<file path="config.mk">
export PLATFORM = sky130hd
export DESIGN_NAME = ram_dp_be
export DESIGN_NICKNAME = d
export VERILOG_FILES = /design/src/rtl/ram_pkg.sv /design/src/rtl/ram_init_seq.sv /design/src/rtl/ram_dp_be.sv
export SDC_FILE = /design/constraint.sdc
export NUM_CORES = 1
export LEC_CHECK = 0
export CORE_ASPECT_RATIO = 2
export CORE_MARGIN = 10
export CORE_UTILIZATION = 52
export CTS_BUF_LIST = sky130_fd_sc_hd__clkbuf_8
export DETAILED_ROUTE_END_ITERATION = 16
export GPL_TIMING_DRIVEN = 0
export PLACE_DENSITY_LB_ADDON = 0.2
export SYNTH_ARGS = -nofsm -noshare
export SYNTH_HDL_FRONTEND = slang
export SYNTH_HIERARCHICAL = 1
export SYNTH_SLANG_ARGS = --single-unit
</file>
<file path="constraint.sdc">
create_clock -name clk -period 4.1 [get_ports clk]
set_clock_uncertainty 0.05 [all_clocks]
set_input_delay 0.615 -clock clk [delete_from_list [all_inputs] [get_ports clk]]
set_output_delay 0.615 -clock clk [all_outputs]
set_load 0.03 [all_outputs]
</file>
<file path="src/rtl/ram_pkg.sv">
// Shared types and helpers for the dual-port byte-enable RAM.
package ram_pkg;

    // Clear sequencer states.
    typedef enum logic [0:0] {
        ST_CLEAR = 1'b0,
        ST_READY = 1'b1
    } state_t;

    // Same-address read/write collision policy.
    localparam int RDW_READ_FIRST  = 0;
    localparam int RDW_WRITE_FIRST = 1;

    // Byte-lane merge: take the new byte when its enable is set.
    function automatic logic [7:0] merge_be(input logic [7:0] old_b,
                                            input logic [7:0] new_b,
                                            input logic       be);
        return be ? new_b : old_b;
    endfunction

endpackage

</file>
<file path="src/rtl/ram_init_seq.sv">
// Post-reset clear sequencer: walks every address once, then idles in READY.
module ram_init_seq
    import ram_pkg::*;
#(
    parameter int ADDR_WIDTH     = 4,
    parameter int CLEAR_ON_RESET = 1
) (
    input  logic                  clk,
    input  logic                  rst,
    output logic                  init_busy,
    output logic                  clr_we,
    output logic [ADDR_WIDTH-1:0] clr_addr
);

    state_t                state;
    logic [ADDR_WIDTH-1:0] clr_cnt;

    // Step the clear counter; leave CLEAR after the last address is written.
    always_ff @(posedge clk or posedge rst) begin
        if (rst) begin
            state   <= (CLEAR_ON_RESET != 0) ? ST_CLEAR : ST_READY;
            clr_cnt <= '0;
        end else if (state == ST_CLEAR) begin
            clr_cnt <= clr_cnt + 1'b1;
            if (&clr_cnt) state <= ST_READY;
        end
    end

    assign init_busy = (state == ST_CLEAR);
    assign clr_we    = init_busy;
    assign clr_addr  = clr_cnt;

endmodule

</file>
<file path="src/rtl/ram_dp_be.sv">
// Simple-dual-port RAM with byte enables, 1/2-cycle read latency,
// selectable collision policy and a post-reset hardware clear.
module ram_dp_be
    import ram_pkg::*;
#(
    parameter int ADDR_WIDTH     = 4,
    parameter int DATA_WIDTH     = 16,
    parameter int RD_LATENCY     = 1,
    parameter int RDW_MODE       = 0,
    parameter int CLEAR_ON_RESET = 1
) (
    input  logic                    clk,
    input  logic                    rst,
    input  logic                    wr_en,
    input  logic [ADDR_WIDTH-1:0]   wr_addr,
    input  logic [DATA_WIDTH-1:0]   wr_data,
    input  logic [DATA_WIDTH/8-1:0] wr_be,
    input  logic                    rd_en,
    input  logic [ADDR_WIDTH-1:0]   rd_addr,
    output logic [DATA_WIDTH-1:0]   rd_data,
    output logic                    rd_valid,
    output logic                    init_busy
);

    localparam int DEPTH     = 2 ** ADDR_WIDTH;
    localparam int NUM_BYTES = DATA_WIDTH / 8;

    // Reject configurations the byte lanes and read pipe cannot express.
    if ((DATA_WIDTH % 8) != 0) begin : g_bad_dw
        $error("ram_dp_be: DATA_WIDTH must be a multiple of 8");
    end
    if ((RD_LATENCY < 1) || (RD_LATENCY > 2)) begin : g_bad_lat
        $error("ram_dp_be: RD_LATENCY must be 1 or 2");
    end

    logic                  clr_we;
    logic [ADDR_WIDTH-1:0] clr_addr;

    ram_init_seq #(
        .ADDR_WIDTH     (ADDR_WIDTH),
        .CLEAR_ON_RESET (CLEAR_ON_RESET)
    ) u_init (
        .clk       (clk),
        .rst       (rst),
        .init_busy (init_busy),
        .clr_we    (clr_we),
        .clr_addr  (clr_addr)
    );

    logic [DATA_WIDTH-1:0] mem [DEPTH];

    // User requests are only honoured once the clear has finished.
    logic rd_acc, wr_acc;
    assign rd_acc = rd_en & ~init_busy;
    assign wr_acc = wr_en & ~init_busy;

    // The clear sequencer borrows the write port while busy.
    logic                  w_en;
    logic [ADDR_WIDTH-1:0] w_addr;
    logic [DATA_WIDTH-1:0] w_data;
    logic [NUM_BYTES-1:0]  w_be;
    assign w_en   = init_busy ? clr_we   : wr_acc;
    assign w_addr = init_busy ? clr_addr : wr_addr;
    assign w_data = init_busy ? '0       : wr_data;
    assign w_be   = init_busy ? '1       : wr_be;

    // Byte-lane array write; the array itself has no reset.
    always_ff @(posedge clk) begin
        if (w_en) begin
            for (int i = 0; i < NUM_BYTES; i++) begin
                if (w_be[i]) mem[w_addr][8*i +: 8] <= w_data[8*i +: 8];
            end
        end
    end

    // Write-first collision word: enabled lanes from wr_data, rest from the array.
    logic [NUM_BYTES-1:0][7:0] coll_word;
    for (genvar i = 0; i < NUM_BYTES; i++) begin : g_lane
        assign coll_word[i] = merge_be(mem[rd_addr][8*i +: 8], wr_data[8*i +: 8], wr_be[i]);
    end

    logic                  rdw_hit;
    logic [DATA_WIDTH-1:0] rd_word;
    assign rdw_hit = (RDW_MODE == RDW_WRITE_FIRST) && wr_acc && (wr_addr == rd_addr);
    assign rd_word = rdw_hit ? coll_word : mem[rd_addr];

    // Read pipe: stage 0 captures the array word, later stages only shift real reads
    // so rd_data holds its last value between completions.
    logic [RD_LATENCY-1:0]                 vld_pipe;
    logic [RD_LATENCY-1:0][DATA_WIDTH-1:0] data_pipe;

    // Read pipeline registers, flushed by reset.
    always_ff @(posedge clk or posedge rst) begin
        if (rst) begin
            vld_pipe  <= '0;
            data_pipe <= '0;
        end else begin
            vld_pipe[0] <= rd_acc;
            if (rd_acc) data_pipe[0] <= rd_word;
            for (int k = 1; k < RD_LATENCY; k++) begin
                vld_pipe[k] <= vld_pipe[k-1];
                if (vld_pipe[k-1]) data_pipe[k] <= data_pipe[k-1];
            end
        end
    end

    assign rd_valid = vld_pipe[RD_LATENCY-1];
    assign rd_data  = data_pipe[RD_LATENCY-1];

endmodule

</file>
==> PnR_summary.wiki, run 1 <==
{| class="wikitable"
! Metric !! Value
|-
| Reg-to-Reg Start || u_init/state
|-
| # rows || 75
|-
| Placeable core region || 21000 µm²
|-
| Fraction of synthesis flops using an asynchronous set or reset pin || 0.0791
|-
| HPWL Detailed || a little over 20 mm
|-
| Worst EP arrival || 2.90 ns
|-
| Clock Path Buffers || 3
|-
| Max capacitance violation total || 0
|-
| H-Tree Level Count || 2
|-
| Height of the die || 227 µm
|-
| Buffers on Ports || 46
|-
| Wire length of the first global-routing pass || 42.0 mm
|-
| Total number of vias || 6380
|-
| Synthesized netlist net count || around 720
|-
| Antenna violations before repair || 0
|-
| Register clock-pin slew on the reported worst setup and hold paths || 0.07 ns
|-
| Cell type contributing the most total cell area after synthesis || edfxtp_1
|-
| Sort of element at the start of the critical path || register
|-
| Placer Congestion || ~0.90
|-
| R2R depth || 7
|-
| Cell area after synthesis || 11200 µm²
|-
| IO Pins || 48
|-
| Transition time of the tightest slew-check pin || 1.36 ns
|-
| Normalized max-slew margin || 0.0892
|-
| Starting density of the core || 0.531
|-
| Final Net Count || 811
|-
| Via count of the first global-routing pass || 6794
|-
| Critical path start-end classification || register to register
|-
| Number of design rule violations left after detail routing || 0
|-
| Run status || completed
|-
| Average detailed-routed wire length per instance || 26.8 µm
|-
| Latest clock arrival within the worst-skew pair || 0.54 ns
|-
| Number of buffers inserted by post-CTS setup repair || 0
|-
| Signed area change from the synthesized netlist to the final layout || 14.0%
|-
| Leakage dissipation || 4.64 nW
|-
| Area used by multi-input combinational logic || 2660 µm²
|-
| Pwr per Cell Area || 446 nW/µm²
|-
| Final-report max-slew violation count || 0
|-
| Critical path's largest stage delay || 0.85 ns
|-
| Fraction of post-synthesis cell area in the top cell type by area || 0.689
|-
| Mapped Avg Cell Area || 16.1 µm²
|-
| Number of buffers and inverters on the critical path || 3
|-
| Routed Antenna Nets || 0
|-
| CP top delay family || simple AND/OR/NAND/NOR gates
|-
| Setup-failing EPs final || 0
|-
| Worst path cell trace || inv_1 > buf_4 > buf_2 > nand2_1 > o22ai_1 > nand2_1 > nor2_1
|-
| Overall Global Routing Usage || 0.208
|-
| RSZ-0062 raised after global routing || no
|-
| Synth area leaders || edfxtp_1, mux2i_1, dfrtp_1
|-
| Leading cell type in the layout, fill and taps excluded || edfxtp_1
|-
| Routed vias/inst || 5.92
|-
| Critical path launch point || u_init/state
|-
| Cell count after synthesis || 693
|-
| Number of enable flip-flop cells after synthesis || 256
|-
| Most used DFF post-synth || edfxtp_1
|-
| Final count of hold timing violations || 0
|-
| Cell repeated most along the worst path || nand2_1
|-
| Aggregate routed wire length || 28.8 mm
|-
| Count of inserted antenna diode cells || 0
|-
| Total negative setup slack || 0 ns
|-
| Synth warn || 6
|-
| Area taken by flip-flops and latches || 8240 µm²
|-
| Fill cell count || ~1600
|-
| Gates resized, CTS repair || 0
|-
| Final core utilization || 0.605
|-
| Hold buffers post-CTS || 0
|-
| Worst-path maximum fanout || 10
|-
| End of the worst register-to-register path || mem[7][15]
|-
| Cell type of the slowest stage on the worst timing path || nor2_1
|-
| Worst setup margin || 1.29 ns
|-
| Number of search-and-repair iterations in the first detailed-routing pass || 6
|-
| Sequential share of the synthesized area || 0.738
|-
| Root Buffer Master || clkbuf_8
|-
| HP Class || input port to asynchronous set/reset pin
|-
| Horizontal die dimension || 124 µm
|-
| Global-route congestion overflow total || 0
|-
| Logic depth of the worst setup path including buffers || 7
|-
| Full die area || ~28000 µm²
|-
| Crit. End Element || register
|-
| FF-to-FF setup slack || 1.29 ns
|-
| Synth cell types || 32
|-
| Worst VDD drop || 0.271 mV
|-
| CTS tree || done
|-
| Clock Sink Count || around 280
|-
| Post-route clock period utilization || 0.686
|-
| Final Critical Period || between 2 and 3 ns
|-
| Maximum number of pins on one net before global-route repair || 18
|-
| Number of buffers added by the clock tree synthesis step || 38
|-
| Peak clock frequency supported by timing || 356 MHz
|-
| Share of final-layout standard cells stronger than drive strength 1 || 0.105
|-
| Data required time at the worst endpoint || 4.18 ns
|-
| Power after layout || 5.67 mW
|-
| Setup crit end || mem[7][15]
|-
| Detailed router's first-iteration violation count || 446
|-
| Commonest cells after routing, fill and taps aside || edfxtp_1, mux2i_1, nand2_1
|-
| Flop and latch count out of synthesis || 278
|-
| Post-Place Setup Slack || between 1 and 1.5 ns
|}
kinds of logic (layout without fill, tap and decap cells):
| kind of cell | count (synthesis) | count (layout) | share of synthesized area |
|---|---|---|---|
| XOR/XNOR | 3 | 3 | 0.00235 |
| multiplexers | 129 | 129 | 0.116 |
| adder cells (fa/ha/maj) | 1 | 1 | 0.00112 |
| AND/OR/NAND/NOR | 174 | 174 | 0.0757 |
| AO/OA/AOI/OAI | 63 | 63 | 0.0434 |
| buffers and inverters | 45 | 160 | 0.0235 |
| flip-flops | 278 | 278 | 0.738 |
power breakdown:
group	total [mW]	switching, mW	leakage (nW)	internal [mW]
registers	3.14	0.0138	2.57	3.13
clock network	2.11	0.992	0.449	1.12
logic	0.423	0.272	1.61	0.150
total	5.67	1.28	4.64	4.39
worst min-delay path by stage:
stage / start / end / slack (ns) / depth (start not counted)
6_report: rst / u_init/clr_addr[2] / 0.29 / 2
5_1_grt: rst / u_init/state / 0.29 / 2
4_1_cts: rst / u_init/clr_addr[0] / 0.27 / 2
3_5_place_dp: rd_data[0] / rd_data[0] / 0.43 / 2
3_3_place_gp: rd_data[7] / rd_data[7] / 0.43 / 2
2_1_floorplan: rst / u_init/clr_addr[0] / 0.34 / 1
worst register-to-register path, delay by kind of cell (launching register included):
family | cells | cell delay (ns)
buffers and inverters | 3 | 0.55
DFF | 1 | 0.43
and+or+nand+nor | 3 | 1.17
AOI/OAI and AO/OA | 1 | 0.20
layout make-up:
type                            count  share of cell area
Inverter                            7             0.00207
Timing Repair Buffer               47              0.0368
Clock buffer                       41              0.0444
Sequential cell                   278               0.647
Clock inverter                     27              0.0150
Buffer                             38              0.0186
Tap cell                          269              0.0265
Multi-Input combinational cell    370               0.209
per-layer routing:
metal / global-route usage / part of all wire
met5: 0 / 0
met2: 0.394 / 0.57
met4: 0.130 / 0.065
met3: 0.0337 / 0.057
met1: 0.198 / 0.31
metrics by stage:
step | instances | instance area (µm²) | hold WS [ns]
2_1_floorplan | 693 | 11200 | 0.344
3_3_place_gp | 1008 | 12000 | 0.430
3_5_place_dp | 1008 | 12000 | 0.426
4_1_cts | 1076 | 12700 | 0.270
5_1_grt | 1077 | 12700 | 0.289
6_report | 1077 | 12700 | 0.287
sequential cells by signal (all words and copies together) (netlist names):
signal / count
mem: 256
u_init/clr_addr: 4
rd_valid: 1
u_init/state: 1
rd_data: 16
synthesized netlist by cell type, types with 6 or more instances:
library cell and number:
a22oi_1 49, inv_1 6, mux2i_1 128, buf_4 15, buf_2 12, nand2b_1 7, nor2b_1 22, nand4_1 16
dfrtp_1 22, clkbuf_1 8, nor2_1 35, nand3_1 33, nand2_1 56, edfxtp_1 256
Power figures use the tool's default switching activity.
==> inputs of run 2 (changes only) <==
==> constraint.sdc (replaced) <==
create_clock -name clk -period 2.7 [get_ports clk]
set_clock_uncertainty 0.05 [all_clocks]
set_input_delay 0.405 -clock clk [delete_from_list [all_inputs] [get_ports clk]]
set_output_delay 0.405 -clock clk [all_outputs]
set_load 0.03 [all_outputs]
==> run 2 against run 1 <==
Against the previous run: critical endpoint is now mem[11][3]; routed wire length increased by 0.27%; combinational power increased by 53%; register-to-register slack got worse by 1.3 ns; final cell count about the same; critical path type unchanged; largest cell class unchanged; non-clock buffer count decreased by 1.
==> PnR_summary.wiki, run 2 (synthesized netlist as in run 1, its figures left out) <==
{| class="wikitable"
! Metric !! Value
|-
| CP top delay family || simple AND/OR/NAND/NOR gates
|-
| Normalized max-slew margin || 0.199 (+0.110)
|-
| Placeable core region || 21000 µm² (unchanged)
|-
| Placer Congestion || 0.900 (unchanged)
|-
| Most heavily used metal layer in global routing || met2
|-
| Global-route congestion overflow total || 0 (unchanged)
|-
| Number of buffers added by the clock tree synthesis step || 38 (unchanged)
|-
| Hold buffers post-CTS || 0 (unchanged)
|-
| Flip-flop count of the largest register after layout || 256 (unchanged)
|-
| Transition time of the tightest slew-check pin || 1.20 ns (-0.165 ns)
|-
| Final-report max-slew violation count || 0 (unchanged)
|-
| Routed Antenna Nets || 0 (unchanged)
|-
| Post-route clock period utilization || 0.992 (+0.306)
|-
| # rows || 75 (unchanged)
|-
| Placed instance area || 12000 µm² (unchanged)
|-
| Starting density of the core || 0.531 (unchanged)
|-
| Signed area change from the synthesized netlist to the final layout || 14.5%
|-
| Run status || completed
|-
| Reg-to-Reg Start || u_init/state
|-
| Share of final-layout standard cells stronger than drive strength 1 || 0.136 (+0.0311)
|-
| Clock Sink Count || 278 (unchanged)
|-
| Count of inserted antenna diode cells || 0 (unchanged)
|-
| Sort of element at the start of the critical path || register
|-
| Root Buffer Master || clkbuf_8
|-
| FF-to-FF setup slack || 0.02 ns (-1.27 ns)
|-
| Buffers on Ports || 46 (unchanged)
|-
| Worst-path maximum fanout || 10 (unchanged)
|-
| Worst path cell trace || inv_1 > buf_4 > buf_2 > a32oi_1 > nand2b_1 > nor2_1
|-
| Leading cell type in the layout, fill and taps excluded || edfxtp_1
|-
| Critical path start-end classification || register to register
|-
| Total number of vias || 6375 (-0.078%)
|-
| Antenna violations before repair || 0 (unchanged)
|-
| Worst EP arrival || 2.79 ns (-0.11 ns)
|-
| Horizontal die dimension || 124 µm (unchanged)
|-
| Maximum number of pins on one net before global-route repair || 18 (unchanged)
|-
| Register clock-pin slew on the reported worst setup and hold paths || 0.07 ns (about the same)
|-
| Fill cell count || 1623 (-0.31%)
|-
| Overall Global Routing Usage || 0.208 (+0.000313)
|-
| Critical path's largest stage delay || 0.74 ns (-0.11 ns)
|-
| GR met3 Demand/Resource || 0.0337 (unchanged)
|-
| GRT met1 Usage || 0.199 (+0.000982)
|-
| R2R depth || 6 (-1)
|-
| Final Critical Period || 2.68 ns (-0.133 ns)
|-
| Routed vias/inst || 5.92 (about the same)
|-
| Data required time at the worst endpoint || 2.81 ns (-1.37 ns)
|-
| Setup-failing EPs final || 0 (unchanged)
|-
| Latest clock arrival within the worst-skew pair || 0.53 ns (about the same)
|-
| Clock Path Buffers || 3 (unchanged)
|-
| Pwr per Cell Area || 674 nW/µm² (+51%)
|-
| H-Tree Level Count || 2 (unchanged)
|-
| Final Net Count || 810 (-0.12%)
|-
| Final count of hold timing violations || 0 (unchanged)
|-
| Final core utilization || 0.608 (+0.00274)
|-
| Commonest cells after routing, fill and taps aside || edfxtp_1, mux2i_1, nand2_1
|-
| Number of buffers and inverters on the critical path || 3 (unchanged)
|-
| Max capacitance violation total || 0 (unchanged)
|-
| Full die area || 28100 µm² (unchanged)
|-
| End of the worst register-to-register path || mem[11][3]
|-
| CTS tree || done
|-
| HPWL Detailed || 20.4 mm (unchanged)
|-
| Power after layout || 8.62 mW (+52%)
|-
| Detailed router's first-iteration violation count || 481 (+7.8%)
|-
| Peak clock frequency supported by timing || 373 MHz (+5.0%)
|-
| Leakage dissipation || 4.64 nW (about the same)
|-
| RSZ-0062 raised after global routing || yes
|-
| Register ranked first by flip-flop count || mem
|-
| Crit. End Element || register
|-
| Global routing usage on met2 || 0.394 (unchanged)
|-
| Number of search-and-repair iterations in the first detailed-routing pass || 5 (-1)
|-
| Number of design rule violations left after detail routing || 0 (unchanged)
|-
| Via count of the first global-routing pass || 6800 (+0.088%)
|-
| IO Pins || 48 (unchanged)
|-
| Wire length of the first global-routing pass || 42.1 mm (+0.18%)
|-
| Aggregate routed wire length || 28.9 mm (+0.27%)
|-
| Cell type of the slowest stage on the worst timing path || nor2_1
|-
| Worst VDD drop || 0.416 mV (+53%)
|-
| Height of the die || 227 µm (unchanged)
|-
| Cell area after layout || 12800 µm² (+0.45%)
|-
| HP Class || input port to asynchronous set/reset pin
|-
| Average detailed-routed wire length per instance || 26.8 µm (+0.36%)
|}
run 2: cell count changes in the layout (fill, tap and decap cells not counted):
cell	before	now
nor2_1	35	15
nor2_2	1	21
nor2b_1	21	15
nor2b_2	1	7
buf_4	16	15
run 2: per-layer routing:
layer | wire length (µm) | part of all wire
met5 | 0 | 0
met4 | 1870 | 0.065
met3 | 1500 | 0.052
met2 | 16400 | 0.57
met1 | 9160 | 0.32
run 2: where the power goes:
group | total, mW | switching (mW) | internal, mW
Sequential | 4.77 | 0.0207 | 4.75
Clock | 3.20 | 1.51 | 1.69
Combinational | 0.648 | 0.419 | 0.229
Total | 8.62 | 1.95 | 6.67
run 2: cell type report:
type / instances / area (µm²) / share of cell area
Clock buffer: 41 / 564 / 0.0442
Tap cell: 269 / 337 / 0.0263
Multi-Input combinational cell: 370 / 2730 / 0.213
Sequential cell: 278 / 8240 / 0.645
Inverter: 7 / 26.3 / 0.00206
Timing Repair Buffer: 46 / 460 / 0.0360
Clock inverter: 27 / 191 / 0.0150
Buffer: 38 / 236 / 0.0185
run 2: how the worst max path moves through the flow:
| stage | start | endpoint | slack (ns) | depth (start not counted) |
|---|---|---|---|---|
| CTS | u_init/state | mem[7][4] | -0.003 | 6 |
| detailed placement | wr_addr[3] | mem[10][8] | -0.14 | 5 |
| finish | u_init/state | mem[11][3] | 0.02 | 6 |
| floorplan | u_init/state | mem[10][10] | 0.51 | 6 |
| global route | u_init/state | mem[11][15] | -0.08 | 6 |
| global placement | wr_addr[0] | mem[15][7] | -0.06 | 5 |
run 2: what timing repair did:
action	CTS	global route
setup endpoints to repair	32	220
resized for setup	5	21
hold endpoints to repair	0	0
setup buffers	0	0
run 2: through the flow:
stage	worst slack [ns]	std cells	TNS [ns]	hold slack (ns)
after floorplan	0.515	693	0	0.134
after global placement	-0.0600	1008	-1.34	0.430
after detailed placement	-0.138	1008	-7.84	0.426
after CTS	-0.00283	1076	-0.00955	0.0604
after global routing	-0.0785	1076	-3.03	0.0790
final	0.0203	1076	0	0.0671
==> inputs of run 3 (changes only) <==
--- a/config.mk
+++ b/config.mk
@@ -12,6 +12,7 @@
 export DETAILED_ROUTE_END_ITERATION = 16
 export GPL_TIMING_DRIVEN = 0
 export PLACE_DENSITY_LB_ADDON = 0.2
+export SETUP_SLACK_MARGIN = 0.3
 export SYNTH_ARGS = -nofsm -noshare
 export SYNTH_HDL_FRONTEND = slang
 export SYNTH_HIERARCHICAL = 1
==> run 3 against run 2 <==
Against the previous run: via count up 2.0%; critical endpoint is now mem[9][15]; sequential share of layout area is 1.4 points lower; sequential power is essentially flat; hold slack better by 0.0040 ns; largest cell class unchanged.
==> PnR_summary.wiki, run 3 (synthesized netlist as in run 1, its figures left out) <==
{| class="wikitable"
! Metric !! Value
|-
| Run status || completed
|-
| Crit. End Element || register
|-
| Final count of hold timing violations || 0 (unchanged)
|-
| Internal power of the cells || 6.68 mW (+0.12%)
|-
| Register ranked first by flip-flop count || mem
|-
| Pwr per Cell Area || 661 nW/µm² (-2.0%)
|-
| Final-report max-slew violation count || 0 (unchanged)
|-
| Hold buffers post-CTS || 0 (unchanged)
|-
| Worst VDD drop || 0.409 mV (-1.5%)
|-
| Horizontal die dimension || 124 µm (unchanged)
|-
| Data required time at the worst endpoint || 2.81 ns (about the same)
|-
| Share of total power in sequential cells || 0.552 (about the same)
|-
| Sort of element at the start of the critical path || register
|-
| Full die area || 28100 µm² (unchanged)
|-
| Via count of the first global-routing pass || 6811 (+0.16%)
|-
| Placeable core region || 21000 µm² (unchanged)
|-
| Routed Antenna Nets || 0 (unchanged)
|-
| Number of search-and-repair iterations in the first detailed-routing pass || 6 (+1)
|-
| Worst-path maximum fanout || 10 (unchanged)
|-
| Switching power as a share of total power || 0.227 (+0.000592)
|-
| Area taken by flip-flops and latches || 8240 µm² (unchanged)
|-
| Maximum number of pins on one net before global-route repair || 18 (unchanged)
|-
| Power after layout || 8.64 mW (+0.19%)
|-
| Peak clock frequency supported by timing || 397 MHz (+6.3%)
|-
| Critical path's largest stage delay || 0.50 ns (-0.24 ns)
|-
| Count of inserted antenna diode cells || 0 (unchanged)
|-
| Setup-failing EPs final || 0 (unchanged)
|-
| Antenna violations before repair || 0 (unchanged)
|-
| Count of placed standard cells including taps || 1008 (unchanged)
|-
| Flip-flop count of the largest register after layout || 256 (unchanged)
|-
| Non-filler cells in the finished layout || 1082 (+0.56%)
|-
| Worst path cell trace || inv_1 > buf_4 > buf_2 > o32a_1 > nand2b_4 > nor2_2
|-
| Starting density of the core || 0.531 (unchanged)
|-
| Placer Congestion || 0.900 (unchanged)
|-
| Number of buffers added by the clock tree synthesis step || 38 (unchanged)
|-
| Final core utilization || 0.622 (+0.0138)
|-
| Post-route clock period utilization || 0.934 (-0.0588)
|-
| Signed area change from the synthesized netlist to the final layout || 17.1%
|-
| Leakage dissipation || 4.71 nW (+1.7%)
|-
| H-Tree Level Count || 2 (unchanged)
|-
| Normalized max-slew margin || 0.264 (+0.0652)
|-
| Global-route congestion overflow total || 0 (unchanged)
|-
| Max capacitance violation total || 0 (unchanged)
|-
| HP Class || input port to asynchronous set/reset pin
|-
| Share of final-layout standard cells stronger than drive strength 1 || 0.169 (+0.0322)
|-
| Relative contribution of combinational cells to total power || 0.078 (+0.003)
|-
| Latest clock arrival within the worst-skew pair || 0.54 ns (about the same)
|-
| Final Net Count || 816 (+0.74%)
|-
| Final Critical Period || 2.52 ns (-0.159 ns)
|-
| Commonest cells after routing, fill and taps aside || edfxtp_1, mux2i_1, nand2_1
|-
| Number of design rule violations left after detail routing || 0 (unchanged)
|-
| Wire length of the first global-routing pass || 42.1 mm (about the same)
|-
| Register clock-pin slew on the reported worst setup and hold paths || 0.07 ns (about the same)
|-
| Aggregate routed wire length || 29.4 mm (+1.7%)
|-
| Routed vias/inst || 6.01 (+1.4%)
|-
| Overall Global Routing Usage || 0.209 (+0.000470)
|-
| Worst EP arrival || 2.63 ns (-0.16 ns)
|-
| Leading cell type in the layout, fill and taps excluded || edfxtp_1
|-
| Height of the die || 227 µm (unchanged)
|-
| # rows || 75 (unchanged)
|-
| Worst slack on hold paths || 0.0711 ns (+0.00400 ns)
|-
| Clock Power Share || 0.370 (-0.002)
|-
| Root Buffer Master || clkbuf_8
|-
| Buffers on Ports || 46 (unchanged)
|-
| Total number of vias || 6501 (+2.0%)
|-
| HPWL Detailed || 20.4 mm (unchanged)
|-
| RSZ-0062 raised after global routing || yes
|-
| Clock Path Buffers || 3 (unchanged)
|-
| Cell type of the slowest stage on the worst timing path || o32a_1
|-
| Critical path start-end classification || register to register
|-
| Fill cell count || 1571 (-3.2%)
|-
| Area used by multi-input combinational logic || 2900 µm² (+6.3%)
|-
| Average detailed-routed wire length per instance || 27.2 µm (+1.2%)
|-
| IO Pins || 48 (unchanged)
|-
| Clock Sink Count || 278 (unchanged)
|-
| Transition time of the tightest slew-check pin || 1.10 ns (-0.0976 ns)
|-
| Detailed router's first-iteration violation count || 466 (-3.1%)
|-
| CTS tree || done
|-
| Net switching power || 1.96 mW (+0.46%)
|}
==> run 3: final cells by class <==
| type | instances | area share |
|---|---|---|
| Multi-Input combinational cell | 370 | 0.222 |
| Timing Repair Buffer | 52 | 0.0443 |
| Sequential cell | 278 | 0.630 |
| Clock buffer | 41 | 0.0432 |
| Tap cell | 269 | 0.0257 |
| Inverter | 7 | 0.00201 |
| Clock inverter | 27 | 0.0146 |
| Buffer | 38 | 0.0181 |
==> run 3: through the flow <==
| stage | setup WS, ns | setup TNS (ns) | area, µm² |
|---|---|---|---|
| 3_3_place_gp | -0.0600 | -1.34 | 12000 |
| 5_1_grt | 0.0792 | 0 | 13100 |
| 4_1_cts | 0.0281 | 0 | 12800 |
| 2_1_floorplan | 0.515 | 0 | 11200 |
| 3_5_place_dp | -0.138 | -7.84 | 12000 |
| 6_report | 0.179 | 0 | 13100 |
==> run 3: worst paths after layout <==
path	cells after the start	start	slack, ns	endpoint
worst max-delay path	6	u_init/state	0.18	mem[9][15]
worst min-delay path	2	rst	0.07	u_init/clr_addr[2]
worst max register to register	6	u_init/state	0.18	mem[9][15]
worst min register to register	2	rd_data[4]	0.43	rd_data[4]
max in group asynchronous	2	rst	1.54	rd_data[15]
min in group clk	2	rd_data[4]	0.43	rd_data[4]
==> run 3: timing repair <==
| action | in CTS | in global routing |
|---|---|---|
| pin swaps | 0 | 6 |
| setup buffers | 0 | 6 |
| endpoints found under the setup margin | 401 | 302 |
| resized for setup | 40 | 31 |
==> run 3: power groups by stage <==
stage          Sequential [mW]  Combinational, mW  Clock, mW
6_report                  4.77              0.672       3.20
3_5_place_dp              4.86              0.643          0
2_1_floorplan             4.92              0.297          0
4_1_cts                   4.77              0.655       3.24
5_1_grt                   4.77              0.705       3.43
3_3_place_gp              4.86              0.627          0
==> run 3: worst max-delay path: cells and delay by family (launching register included) <==
| family | cells | cell delay, ns |
|---|---|---|
| AND/OR/NAND/NOR | 2 | 0.69 |
| flip-flops | 1 | 0.43 |
| buffers and inverters | 3 | 0.46 |
| AO/OA/AOI/OAI | 1 | 0.50 |
==> run 3: routing by layer <==
metal | global-route usage | vias to the layer above | wire length, µm
met1 | 0.196 | 3240 | 8990
met2 | 0.392 | 302 | 16600
met3 | 0.0360 | 105 | 1740
li1 | - | 2854 | -
met4 | 0.140 | 0 | 2060
met5 | 0 | - | 0
